[src/rtl/pc_counter.sv]
// pc_counter -- program counter register for the CPU datapath.
//
// Holds the address of the next instruction. On each rising clock edge it
// clears, loads a jump target, increments by one, or holds. Clear has the
// highest priority, then load, then increment. The +1 path is a ripple chain
// of half adders built from elementary gate cells. wrap_o pulses for one
// cycle alongside the zero that follows an increment from all-ones.
//
// Ports:
//   clk_i    in   1      system clock, rising edge active
//   rst_n_i  in   1      asynchronous active-low reset
//   clr_i    in   1      synchronous clear (highest priority)
//   load_i   in   1      synchronous load of in_i
//   inc_i    in   1      synchronous increment by one
//   in_i     in   WIDTH  jump target, used only when load is selected
//   out_o    out  WIDTH  current program counter, straight from the flops
//   wrap_o   out  1      registered wrap flag

module pc_and2 (
  input  logic a_i,
  input  logic b_i,
  output logic y_o
);
  assign y_o = a_i & b_i;
endmodule

module pc_xor2 (
  input  logic a_i,
  input  logic b_i,
  output logic y_o
);
  assign y_o = a_i ^ b_i;
endmodule

module pc_half_adder (
  input  logic a_i,
  input  logic b_i,
  output logic sum_o,
  output logic carry_o
);
  pc_xor2 u_xor (.a_i(a_i), .b_i(b_i), .y_o(sum_o));
  pc_and2 u_and (.a_i(a_i), .b_i(b_i), .y_o(carry_o));
endmodule

module pc_counter #(
  parameter int unsigned WIDTH = 16
) (
  input  logic             clk_i,
  input  logic             rst_n_i,
  input  logic             clr_i,
  input  logic             load_i,
  input  logic             inc_i,
  input  logic [WIDTH-1:0] in_i,
  output logic [WIDTH-1:0] out_o,
  output logic             wrap_o
);

  logic [WIDTH-1:0] cnt_q, cnt_d;
  logic             wrap_q, wrap_d;
  logic [WIDTH-1:0] inc_sum;
  logic [WIDTH:0]   carry;

  // Carry-in of 1 turns the half-adder chain into a +1 incrementer;
  // carry[WIDTH] is the overflow and only feeds the wrap flag.
  assign carry[0] = 1'b1;

  for (genvar i = 0; i < WIDTH; i++) begin : g_inc
    pc_half_adder u_ha (
      .a_i     (cnt_q[i]),
      .b_i     (carry[i]),
      .sum_o   (inc_sum[i]),
      .carry_o (carry[i+1])
    );
  end

  always_comb begin
    cnt_d  = cnt_q;
    wrap_d = 1'b0;
    if (clr_i) begin
      cnt_d = '0;
    end else if (load_i) begin
      cnt_d = in_i;
    end else if (inc_i) begin
      cnt_d  = inc_sum;
      wrap_d = carry[WIDTH];
    end
  end

  always_ff @(posedge clk_i or negedge rst_n_i) begin
    if (!rst_n_i) begin
      cnt_q  <= '0;
      wrap_q <= 1'b0;
    end else begin
      cnt_q  <= cnt_d;
      wrap_q <= wrap_d;
    end
  end

  assign out_o  = cnt_q;
  assign wrap_o = wrap_q;

endmodule

[config.mk]
export PLATFORM = sky130hd
export DESIGN_NAME = pc_counter
export DESIGN_NICKNAME = d
export VERILOG_FILES = /design/src/rtl/pc_counter.sv
export SDC_FILE = /design/constraint.sdc
export NUM_CORES = 1
export LEC_CHECK = 0
export ABC_AREA = 1
export CAP_MARGIN = 20
export CORE_MARGIN = 2
export CORE_UTILIZATION = 42
export DETAILED_ROUTE_END_ITERATION = 10
export GPL_ROUTABILITY_DRIVEN = 0
export PLACE_DENSITY_LB_ADDON = 0.12
export SETUP_SLACK_MARGIN = 0.1
export SYNTH_ARGS = -nofsm -noshare
export SYNTH_HDL_FRONTEND = slang
export SYNTH_SLANG_ARGS = --single-unit
[constraint.sdc]
create_clock -name clk_i -period 3.5 [get_ports clk_i]
set_input_delay 0.35 -clock clk_i [delete_from_list [all_inputs] [get_ports clk_i]]
set_output_delay 0.35 -clock clk_i [all_outputs]
set_load 0.01 [all_outputs]
[Yosys cells after proc, flatten, opt, wreduce, memory -nomap -nowiden]
Cells that the tools add are included.
Storage, ports and cells
  flip-flop bits (word level): 17
  word-level logic and storage cells: 40
  output and inout bits: 17
Operators by class
  reductions and logical operators: 1
  mux-type cells: 6
  bitwise logic cells: 31
Operators with widths (count)
  2-to-1 mux 16 bit: 3
  bitwise AND 1 bit: 15
  bitwise XOR 1 bit: 15
  2-to-1 mux 1 bit: 3
  nonzero test 3 bit: 1
  inverter 1 bit: 1

[Logic depth before layout (Yosys ltp)]
  word-level depth: 18
  mapped depth: 19

[Modules after synthesis]
From an unflattened synthesis, not the netlist that was laid out.
Second synthesis, totals
  cell total of the unflattened synthesis: 238
  area, all modules: 1328.8 um^2
By module, submodules not included
  pc_counter: cells each 126, area an instance 908.4 um^2, instances 1, sequential area each 425.4 um^2
  pc_xor2: cells each 5, area an instance 18.8 um^2, instances 16, sequential area each 0.0 um^2
  pc_and2: cells each 2, area an instance 7.5 um^2, instances 16, sequential area each 0.0 um^2

[Least setup slack after synthesis]
Ideal clock, no wire load.
  path type: register to register
  from: reg cnt_q[0] (netlist: out_o[0])
  to: reg cnt_q[15] (netlist: out_o[15])
  library setup time: 0.116 ns
  arrival: 3.471 ns
  cell stages (with the launch flop): 20
  path slack: -0.088 ns
  clock period less this slack: 3.588 ns
  required time: 3.384 ns
  cells stage by stage: dfrtp_1 -> ha_1 -> ha_1 -> ha_1 -> ha_1 -> ha_1 -> ha_1 -> ha_1 -> ha_1 -> ha_1 -> ha_1 -> ha_1 -> ha_1 -> ha_1 -> ha_1 -> ha_1 -> nand2_1 -> nand2_1 -> nand2_1 -> nand2_1
On the way
  longest elaborated chain between the ends: 18
Ends and longest elaborated chain
  from (decl): line 58  | logic [WIDTH-1:0] cnt_q, cnt_d;
  from (signal assigned): line 94  | cnt_q <= cnt_d;
  bitwise AND 1 bit (14 in series): line 24  | assign y_o = a_i & b_i;
  bitwise XOR 1 bit: line 32  | assign y_o = a_i ^ b_i;
  2-to-1 mux 16 bit: line 83  | end else if (inc_i) begin
  2-to-1 mux 16 bit: line 81  | end else if (load_i) begin
  2-to-1 mux 16 bit: line 79  | if (clr_i) begin
No other way between the ends. The select of a mux whose other input is x is not followed.
A chain may end at the register's enable or synchronous reset.

[Final worst setup path]
  from: reg cnt_q[1] (netlist: out_o[1])
  to: reg cnt_q[15] (netlist: out_o[15])
Same word-level chain as after synthesis.

==> flow_summary.ini <==
[pwr]
p_leak_nw = 0.8315
p_total_mw = 0.4392
ir_drop_v = 0.0001914
power.density_nw_per_um2 = 270.0

[sta]
maxSlewHeadroom_pct = 43.46
skew_ps = 8.784
tightest_slew_ps = 845.5
fmax_mhz = 304.9
min_period_ps = 3279
rsz0062_at_grt = no
hold_viol = 0
finalMaxSlewViolations = 0
finalSetupViolations = 0
fin_crit_sh_pct = 93.69

[routing]
drc = 0
vias_per_cell = 4.662
drt.antenna.violating_nets = 0
vias = 979
wl_per_cell_um = 11.79
drtIter0Drc = 20
drt_pre_antenna_iters = 4
routed_wl_um = 2476

[floorplanning]
ios = 38
coreArea_um2 = 2758
initial_core_util_pct = 44.15
die_w_um = 57.84
dieHeight_um = 57.84
dieArea_um2 = 3345
rows = 19

[setup_path]
critPathLaunch = out_o[1]
arrival_ps = 3520
cp_data_required_time_ps = 3740
critPathMaxFanout = 2
worstSetupPathType = flip-flop to flip-flop
r2r_start = out_o[1]
cp-start-kind = flip-flop
crit_path_end_kind = flip-flop

[clocking]
cts_tree = yes
cts_buffer_depth = 2
clk_latency_ps = 290
cts_root_buf = clkbuf_4
clkSlewWorstSetupHoldPaths_ps = 110
cts_buffers = 3
htreeDepth = 1
clkSinkCount = 17

[place]
numPortBuffers = 37
dp.cells = 204
place.detailed.hpwl_um = 1772
place_area_um2 = 1503

[cells_and_area]
seq_area_um2 = 425.4
syn_to_final_growth_pct = 33.61
finalInstanceArea_um2 = 1627
final_cells = 210
n_fill_cell = 252
diodes = 0
layout_common_cells = nand2_1, clkdlybuf4s50_1, dfrtp_1
layout_commonest_cell = nand2_1
multiInputGateArea_um2 = 706.9
layout.nets = 216
drive_above_1_share_pct = 15.08

[global_routing]
grt.total_usage_pct = 16.50
antenna_found_initial = 0
grt_pass1_wl_um = 4202
grt_start_max_net_pins = 20
grt_pass1_vias = 963
gr-total-overflow = 0

[flow_run]
maxCapViolCount = 0

[logic_synthesis]
yosysWarnings = 0
synth_top_area_cell = dfrtp_1
synth_cell_type_count = 13
netlist_instances = 155
ys_ff_latch = 17
synth_top_area_share_pct = 34.94
synth_area_leaders = dfrtp_1, nand2_1, ha_1
synth-seq-area-share_pct = 34.94
syn-num-nets = 191
syn_area_um2 = 1217
avgSynthCellArea_um2 = 7.854

[worst_hold_path]
hp-class = input port to asynchronous set/reset pin

[run_status]
outcome = complete, no violations
==> area by class of cell <==
class / instances / area share (%)
Inverter: 2 / 1.769
Timing Repair Buffer: 41 / 24.62
Multi-Input combinational cell: 115 / 43.46
Tap cell: 31 / 2.385
Sequential cell: 17 / 26.15
Clock buffer: 4 / 1.615
==> cell families after synthesis <==
kind of cell	after synthesis	share of synthesized area, %
compound gates	2	1.644
buf+inv	23	15.83
flops	17	34.94
fa+ha+maj	15	15.42
simple gates	98	32.17
==> power breakdown <==
part	leakage, nW	internal, mW	switching, mW
Combinational	0.588	0.0620	0.0492
Sequential	0.229	0.207	0.0113
Clock	0.0150	0.0443	0.0652
==> sequential cells by signal (all words and copies together) (netlist names) <==
signal / cells
wrap_o: 1
out_o: 16
==> synth_stat cells (all sizes together) <==
| cell | instances |
|---|---|
| nor2 | 2 |
| ha | 15 |
| o21a | 1 |
| bufinv | 1 |
| inv | 1 |
| buf | 21 |
| dfrtp | 17 |
| nand2 | 96 |
| o21ai | 1 |
==> path summary, 6_finish.rpt <==
kind / endpoint / depth (start not counted) / slack, ps
worst max-delay path: out_o[15] / 19 / 220
worst min-delay path: out_o[9] / 1 / 510
worst max register to register: out_o[15] / 19 / 220
worst min register to register: out_o[7] / 2 / 530
max in group asynchronous: out_o[7] / 1 / 2480
min in group clk_i: out_o[7] / 2 / 530
==> stage by stage <==
stage / utilization [%] / hold slack (ps) / worst slack [ps] / setup TNS [ps]
floorplan: - / 54.41 / 120.1 / 0
global placement: 54.49 / 500.4 / 55.78 / 0
finish: 58.98 / 509.3 / 220.8 / 0
CTS: 56.90 / 534.6 / 101.8 / 0
global route: 58.98 / 558.7 / 112.8 / 0
detailed placement: 54.49 / 505.8 / -43.33 / -43.33
==> per-layer routing <==
layer / up-vias / GRT usage [%] / part of all wire (%)
met1: 434 / 19.83 / 45
met5: - / 0 / 0
met2: 27 / 29.22 / 49
met3: 4 / 3.125 / 5.2
met4: 0 / 5.980 / 1.0
li1: 514 / - / -
==> timing repair <==
item,in CTS,in global routing
resized for setup,6,5
setup endpoints to repair,1,1
pin swaps,2,2
hold buffers,0,0
hold endpoints to repair,0,0
setup buffers,1,1
==> worst max-delay path, stage by stage, from the launching register on <==
cell and delay (ps):
dfrtp_1 390, ha_2 180, ha_2 170, ha_2 180
ha_2 180, ha_2 170, ha_2 170, ha_2 170
ha_2 190, ha_4 170, ha_4 160, ha_4 160
ha_4 160, ha_4 160, ha_4 160, ha_4 250
nand2_1 40, nand2_1 60, nand2_1 50, nand2_1 70
(Power assumes the default switching activity.)
